<file path="src/rtl/hamm_dec_arb_if.sv">
// Handshake bundle for the two-requester Hamming (7,4) decoder/arbiter.
interface hamm_dec_arb_if;
  logic       in0_valid;
  logic [7:1] in0_data;
  logic       in0_ready;
  logic       in1_valid;
  logic [7:1] in1_data;
  logic       in1_ready;
  logic       out_valid;
  logic       out_ready;
  logic [3:0] out_data;
  logic [2:0] out_err_idx;
  logic       out_src;

  // Producer/consumer side (drives codewords, takes results)
  modport master (
    output in0_valid, in0_data, in1_valid, in1_data, out_ready,
    input  in0_ready, in1_ready, out_valid, out_data, out_err_idx, out_src
  );

  // Decoder side
  modport slave (
    input  in0_valid, in0_data, in1_valid, in1_data, out_ready,
    output in0_ready, in1_ready, out_valid, out_data, out_err_idx, out_src
  );
endinterface

</file>
<file path="src/rtl/hamm_dec_arb.sv">
// Two-requester round-robin arbiter feeding a Hamming (7,4) single-error
// corrector with a one-entry output register and a saturating error counter.
module hamm_dec_arb #(
  parameter int unsigned CNT_W = 8
) (
  input  logic              clk,
  input  logic              rst,
  hamm_dec_arb_if.slave     bus,
  input  logic              cnt_clr,
  output logic [CNT_W-1:0]  err_count
);

  localparam logic [CNT_W-1:0] CNT_MAX = '1;

  logic             out_valid_q, out_valid_d;
  logic [3:0]       out_data_q, out_data_d;
  logic [2:0]       out_err_idx_q, out_err_idx_d;
  logic             out_src_q, out_src_d;
  logic [CNT_W-1:0] err_count_q, err_count_d;
  logic             last_gnt_q, last_gnt_d;

  logic       slot_free_c;
  logic       gnt_c;
  logic       accept_c;
  logic       in0_ready_c;
  logic       in1_ready_c;
  logic [7:1] sel_cw_c;
  logic [2:0] syn_c;
  logic [7:0] flip_mask_c;
  logic [7:1] fixed_cw_c;

  // Arbitration, syndrome decode and next-state of all registers
  always_comb begin
    slot_free_c   = !out_valid_q || bus.out_ready;
    gnt_c         = 1'b0;
    accept_c      = 1'b0;
    in0_ready_c   = 1'b0;
    in1_ready_c   = 1'b0;
    out_valid_d   = out_valid_q;
    out_data_d    = out_data_q;
    out_err_idx_d = out_err_idx_q;
    out_src_d     = out_src_q;
    err_count_d   = err_count_q;
    last_gnt_d    = last_gnt_q;

    if (bus.in0_valid && bus.in1_valid) begin
      gnt_c = !last_gnt_q;
    end else begin
      gnt_c = bus.in1_valid;
    end

    // Ready is held low throughout reset, not just at the edge
    accept_c    = slot_free_c && (bus.in0_valid || bus.in1_valid) && !rst;
    in0_ready_c = accept_c && !gnt_c;
    in1_ready_c = accept_c && gnt_c;

    sel_cw_c = gnt_c ? bus.in1_data : bus.in0_data;
    syn_c[0] = sel_cw_c[1] ^ sel_cw_c[3] ^ sel_cw_c[5] ^ sel_cw_c[7];
    syn_c[1] = sel_cw_c[2] ^ sel_cw_c[3] ^ sel_cw_c[6] ^ sel_cw_c[7];
    syn_c[2] = sel_cw_c[4] ^ sel_cw_c[5] ^ sel_cw_c[6] ^ sel_cw_c[7];
    // Syndrome 0 lands on bit 0 of the mask, which is outside the codeword
    flip_mask_c = 8'(1) << syn_c;
    fixed_cw_c  = sel_cw_c ^ flip_mask_c[7:1];

    if (accept_c) begin
      out_valid_d   = 1'b1;
      out_data_d    = {fixed_cw_c[7], fixed_cw_c[6], fixed_cw_c[5], fixed_cw_c[3]};
      out_err_idx_d = syn_c;
      out_src_d     = gnt_c;
      last_gnt_d    = gnt_c;
    end else if (bus.out_ready) begin
      out_valid_d = 1'b0;
    end

    if (cnt_clr) begin
      err_count_d = '0;
    end else if (accept_c && (syn_c != 3'd0) && (err_count_q != CNT_MAX)) begin
      err_count_d = err_count_q + CNT_W'(1);
    end
  end

  // Output register, error counter and round-robin pointer
  always_ff @(posedge clk or posedge rst) begin
    if (rst) begin
      out_valid_q   <= 1'b0;
      out_data_q    <= 4'd0;
      out_err_idx_q <= 3'd0;
      out_src_q     <= 1'b0;
      err_count_q   <= '0;
      last_gnt_q    <= 1'b1;
    end else begin
      out_valid_q   <= out_valid_d;
      out_data_q    <= out_data_d;
      out_err_idx_q <= out_err_idx_d;
      out_src_q     <= out_src_d;
      err_count_q   <= err_count_d;
      last_gnt_q    <= last_gnt_d;
    end
  end

  assign bus.in0_ready   = in0_ready_c;
  assign bus.in1_ready   = in1_ready_c;
  assign bus.out_valid   = out_valid_q;
  assign bus.out_data    = out_data_q;
  assign bus.out_err_idx = out_err_idx_q;
  assign bus.out_src     = out_src_q;
  assign err_count       = err_count_q;

endmodule

</file>
<file path="src/flat_wrapper.sv">
// flat-port wrapper written by rule: the top's interface ports become plain ports
module hamm_dec_arb_flat 
#(
  parameter int unsigned CNT_W = 8
)
  (clk, rst, cnt_clr, err_count, bus_in0_valid, bus_in0_data, bus_in1_valid, bus_in1_data, bus_out_ready, bus_in0_ready, bus_in1_ready, bus_out_valid, bus_out_data, bus_out_err_idx, bus_out_src);
  hamm_dec_arb_if bus_i ();
  input  logic clk;
  input  logic rst;
  input  logic cnt_clr;
  output logic [CNT_W-1:0] err_count;
  input wire logic [$bits(bus_i.in0_valid)-1:0] bus_in0_valid;
  input wire logic [$bits(bus_i.in0_data)-1:0] bus_in0_data;
  input wire logic [$bits(bus_i.in1_valid)-1:0] bus_in1_valid;
  input wire logic [$bits(bus_i.in1_data)-1:0] bus_in1_data;
  input wire logic [$bits(bus_i.out_ready)-1:0] bus_out_ready;
  output wire logic [$bits(bus_i.in0_ready)-1:0] bus_in0_ready;
  output wire logic [$bits(bus_i.in1_ready)-1:0] bus_in1_ready;
  output wire logic [$bits(bus_i.out_valid)-1:0] bus_out_valid;
  output wire logic [$bits(bus_i.out_data)-1:0] bus_out_data;
  output wire logic [$bits(bus_i.out_err_idx)-1:0] bus_out_err_idx;
  output wire logic [$bits(bus_i.out_src)-1:0] bus_out_src;
  assign bus_i.in0_valid = bus_in0_valid;
  assign bus_i.in0_data = bus_in0_data;
  assign bus_i.in1_valid = bus_in1_valid;
  assign bus_i.in1_data = bus_in1_data;
  assign bus_i.out_ready = bus_out_ready;
  assign bus_in0_ready = bus_i.in0_ready;
  assign bus_in1_ready = bus_i.in1_ready;
  assign bus_out_valid = bus_i.out_valid;
  assign bus_out_data = bus_i.out_data;
  assign bus_out_err_idx = bus_i.out_err_idx;
  assign bus_out_src = bus_i.out_src;
  hamm_dec_arb #(.CNT_W(CNT_W)) u_core (.clk(clk), .rst(rst), .bus(bus_i), .cnt_clr(cnt_clr), .err_count(err_count));
endmodule
</file>
<file path="config.mk">
export PLATFORM = sky130hd
export DESIGN_NAME = hamm_dec_arb_flat
export DESIGN_NICKNAME = d
export VERILOG_FILES = /design/src/rtl/hamm_dec_arb_if.sv /design/src/rtl/hamm_dec_arb.sv /design/src/flat_wrapper.sv
export SDC_FILE = /design/constraint.sdc
export NUM_CORES = 1
export LEC_CHECK = 0
export BUFFER_PORTS_ARGS = -buffer_cell sky130_fd_sc_hd__buf_2
export CAP_MARGIN = 20
export CORE_MARGIN = 3
export CORE_UTILIZATION = 50
export DETAILED_ROUTE_END_ITERATION = 16
export GPL_TIMING_DRIVEN = 1
export PLACE_DENSITY = 0.79
export REMOVE_ABC_BUFFERS = 1
export SYNTH_ARGS = -nofsm -noshare
export SYNTH_HDL_FRONTEND = slang
export SYNTH_SLANG_ARGS = --single-unit
</file>
<file path="constraint.sdc">
create_clock -name clk -period 2.65 [get_ports clk]
set_input_delay 0 -clock clk [delete_from_list [all_inputs] [get_ports clk]]
set_output_delay 0 -clock clk [all_outputs]
set_load 0.005 [all_outputs]
</file>
==> run_results.csv <==
group,metric,value,unit
final_layout,n_fill_cell,195,
logic_synthesis,synth.largest_area_cell,"dfrtp_1",
clocking,clk_latency,0.30,ns
detailed_routing,drt-wirelength-per-cell,13.5,um
logic_synthesis,synthAdderAreaFrac,0.0105,
power_and_ir_drop,power.density,541,nW/um2
setup_path,crit_arrival,2.52,ns
grt,grt_max_degree,19,
timing,timing.fmax,429,MHz
timing,tightest_slew,0.657,ns
logic_synthesis,synth-xor-area-share,0.158,
min_path,hold_path_class,"in -> reg",
detailed_routing,wl,2550,um
logic_synthesis,netlist_area,1190,um2
timing,slew_viol_final,0,
placement,pre_cts_ws,0.341,ns
power_and_ir_drop,p_comb_frac,0.345,
die,io_pins,39,
final_layout,n_antenna_cell,0,
logic_synthesis,syn_inst,120,
clocking,cts.sinks,18,
power_and_ir_drop,clkPwrFrac,0.215,
placement,dp_hpwl,2080,um
grt,grt_pass1_vias,936,
timing,hold_violations,0,
logic_synthesis,synthSimpleGateAreaFrac,0.205,
setup_path,critPathMaxFanout,13,
timing,skew,0.00141,ns
logic_synthesis,avgSynthCellArea,9.96,um2
detailed_routing,dr.first_iter.drc_count,17,
setup_path,crit_type,"reg -> reg",
logic_synthesis,yosys.area.top_type_share,0.356,
die,initial_core_util,0.535,
setup_path,rr_worst_depth,6,
clocking,htreeDepth,1,
logic_synthesis,ys.flop_type,"dfrtp_1",
final_layout,fin_nets,183,
detailed_routing,final_antenna_net_count,0,
detailed_routing,vias,1007,
clocking,clk_pin_slew,0.10,ns
setup_path,crit_path_start_kind,"flop",
logic_synthesis,yosysSeqAreaShare,0.378,
final_layout,drive_gt1_frac,0.317,
power_and_ir_drop,netSwitchingPower,0.000253,W
timing,rsz0062_at_grt,"no",
logic_synthesis,ys_top_cells_by_area,"dfrtp_1, xnor2_1, mux2i_1",
detailed_routing,dr.pass1.iters,4,
clocking,cts_made_buffers,3,
logic_synthesis,yosys-top-cells-count,"dfrtp_1, xnor2_1, nand2_1",
power_and_ir_drop,switching_share,0.320,
placement,gp_congestion,0.844,
power_and_ir_drop,irDropWorstVdd,0.487,mV
logic_synthesis,synth_edf_count,0,
placement,port_buffers,38,
timing,relSlewSlack,0.562,
timing,fin_setup_tns,0,ns
grt,antenna_found_initial,0,
final_layout,areaGrowthSynthToFinish,22.1,%
timing,worst_slack,0.321,ns
die,core,2230,um2
clocking,cts_root_buffer,"clkbuf_4",
grt,grt-ovfl-total,0,
logic_synthesis,yosysWarnings,0,
detailed_routing,vias_per_cell,5.33,
logic_synthesis,synth_top_family_by_area,"simple AND/OR/NAND/NOR gates",
logic_synthesis,ys_seq_elements,18,
clocking,cts_tree,"done",
die,rows,17,
logic_synthesis,synth_compound_area_frac,0.123,
die,die_h,54.9,um
timing,min_period,2.33,ns
power_and_ir_drop,p_int,0.000536,W
setup_path,cp.required,2.84,ns
power_and_ir_drop,p_leak,0.709,nW
logic_synthesis,synth_cell_type_count,40,
power_and_ir_drop,power_frac_seq,0.440,
clocking,cts_resized,0,
logic_synthesis,synthArstFlopShare,1.00,
die,die_w,54.9,um
min_path,holdPathStages,4,
outcome,status,"finished, final reports clean",
timing,setup_violations,0,
clocking,cts_buffer_depth,2,
timing,fin_crit_sh,0.879,
grt,grt_pass1_wl,4040,um
die,die_area,3010,um2
detailed_routing,drc,0,
logic_synthesis,synth.most_common_cell,"dfrtp_1",
job,drv_cap,0,
logic_synthesis,synth_mux_area_frac,0.0901,
grt,grt_use_total,0.188,
setup_path,worstSetupEndpointType,"flop",
[flip-flops by register name, indices dropped and copies added (netlist names)]
register,cells
u_core.bus.out_src,1
u_core.bus.out_data,4
u_core.bus.out_err_idx,3
u_core.err_count,8
u_core.last_gnt_q,1
u_core.bus.out_valid,1
[final timing paths]
kind	to	slack, ns	start
setup / recovery	u_core.err_count[6]	0.32	u_core.bus.out_valid
hold / removal	u_core.bus.out_data[0]	0.12	bus_in1_data[2]
setup reg to reg	u_core.err_count[6]	0.32	u_core.bus.out_valid
hold reg to reg	u_core.bus.out_src	0.49	u_core.bus.out_src
max in group asynchronous	u_core.err_count[1]	1.89	rst
min in group asynchronous	u_core.err_count[3]	0.34	rst
[routing by layer]
metal  global-route usage  vias to the layer above  part of all wire
met1                0.220                      476              0.41
met3               0.0627                        2             0.068
met5                    0                        -                 0
met4               0.0249                        0            0.0051
met2                0.337                       24              0.52
li1                     -                      505                 -
[placed cells by master, fill, tap and decap left out, types with 2 or more instances in the layout]
| master | instances |
|---|---|
| dlygate4sd3_1 | 3 |
| xnor2_1 | 15 |
| nand2b_1 | 2 |
| inv_1 | 2 |
| a21oi_1 | 5 |
| o21ai_1 | 6 |
| o21ai_0 | 2 |
| dfrtp_1 | 17 |
| nand2_1 | 9 |
| nor3b_1 | 2 |
| a21o_1 | 4 |
| mux2i_1 | 6 |
| clkbuf_4 | 3 |
| nor2b_1 | 2 |
| nor2_1 | 6 |
| mux2_2 | 2 |
| nand3_1 | 5 |
| or3_1 | 7 |
| buf_2 | 38 |
| xor2_1 | 4 |
[cell type report]
type	instances	area, um2	share of cell area
Clock buffer	4	36.3	0.0249
Inverter	2	7.51	0.00515
Multi-Input combinational cell	95	701	0.480
Sequential cell	18	452	0.310
Tap cell	28	35.0	0.0240
Timing Repair Buffer	42	228	0.156
[metrics by stage]
stage	util	cell area, um2	instances	total power (W)	hold WS [ns]
detailed placement	0.624	1390	182	0.000622	0.150
global route	0.653	1460	189	0.000846	0.136
finish	0.653	1460	189	0.000789	0.122
global placement	0.624	1390	182	0.000609	0.123
floorplan	-	1160	115	0.000518	-0.0622
CTS	0.653	1460	189	0.000797	0.113
[timing repair]
item | CTS | global route
hold endpoints to repair | 24 | 0
hold buffers | 3 | 0
buffers inserted | 0 | 0
[critical path, stage by stage, from the launching register on]
cell and delay, ns:
dfrtp_1 0.39, nor2b_4 0.12, or3_1 0.51, nor2_4 0.19, a32oi_2 0.26, nor4b_1 0.39
mux2_1 0.36
[power by group through the flow]
| stage | registers, W | logic [W] | clock network (W) |
|---|---|---|---|
| after global placement | 0.000347 | 0.000262 | 0 |
| after global routing | 0.000352 | 0.000307 | 0.000187 |
| after detailed placement | 0.000352 | 0.000270 | 0 |
| after floorplan | 0.000353 | 0.000165 | 0 |
| after CTS | 0.000347 | 0.000275 | 0.000175 |
| final | 0.000347 | 0.000272 | 0.000169 |
[cell families (layout without fill, tap and decap cells)]
logic type,Yosys count,in the layout
fa+ha+maj,1,1
flops,18,18
mux,10,10
buf+inv,7,48
xor+xnor,20,20
simple gates,42,42
compound gates,22,22
(Power assumes the default switching activity.)
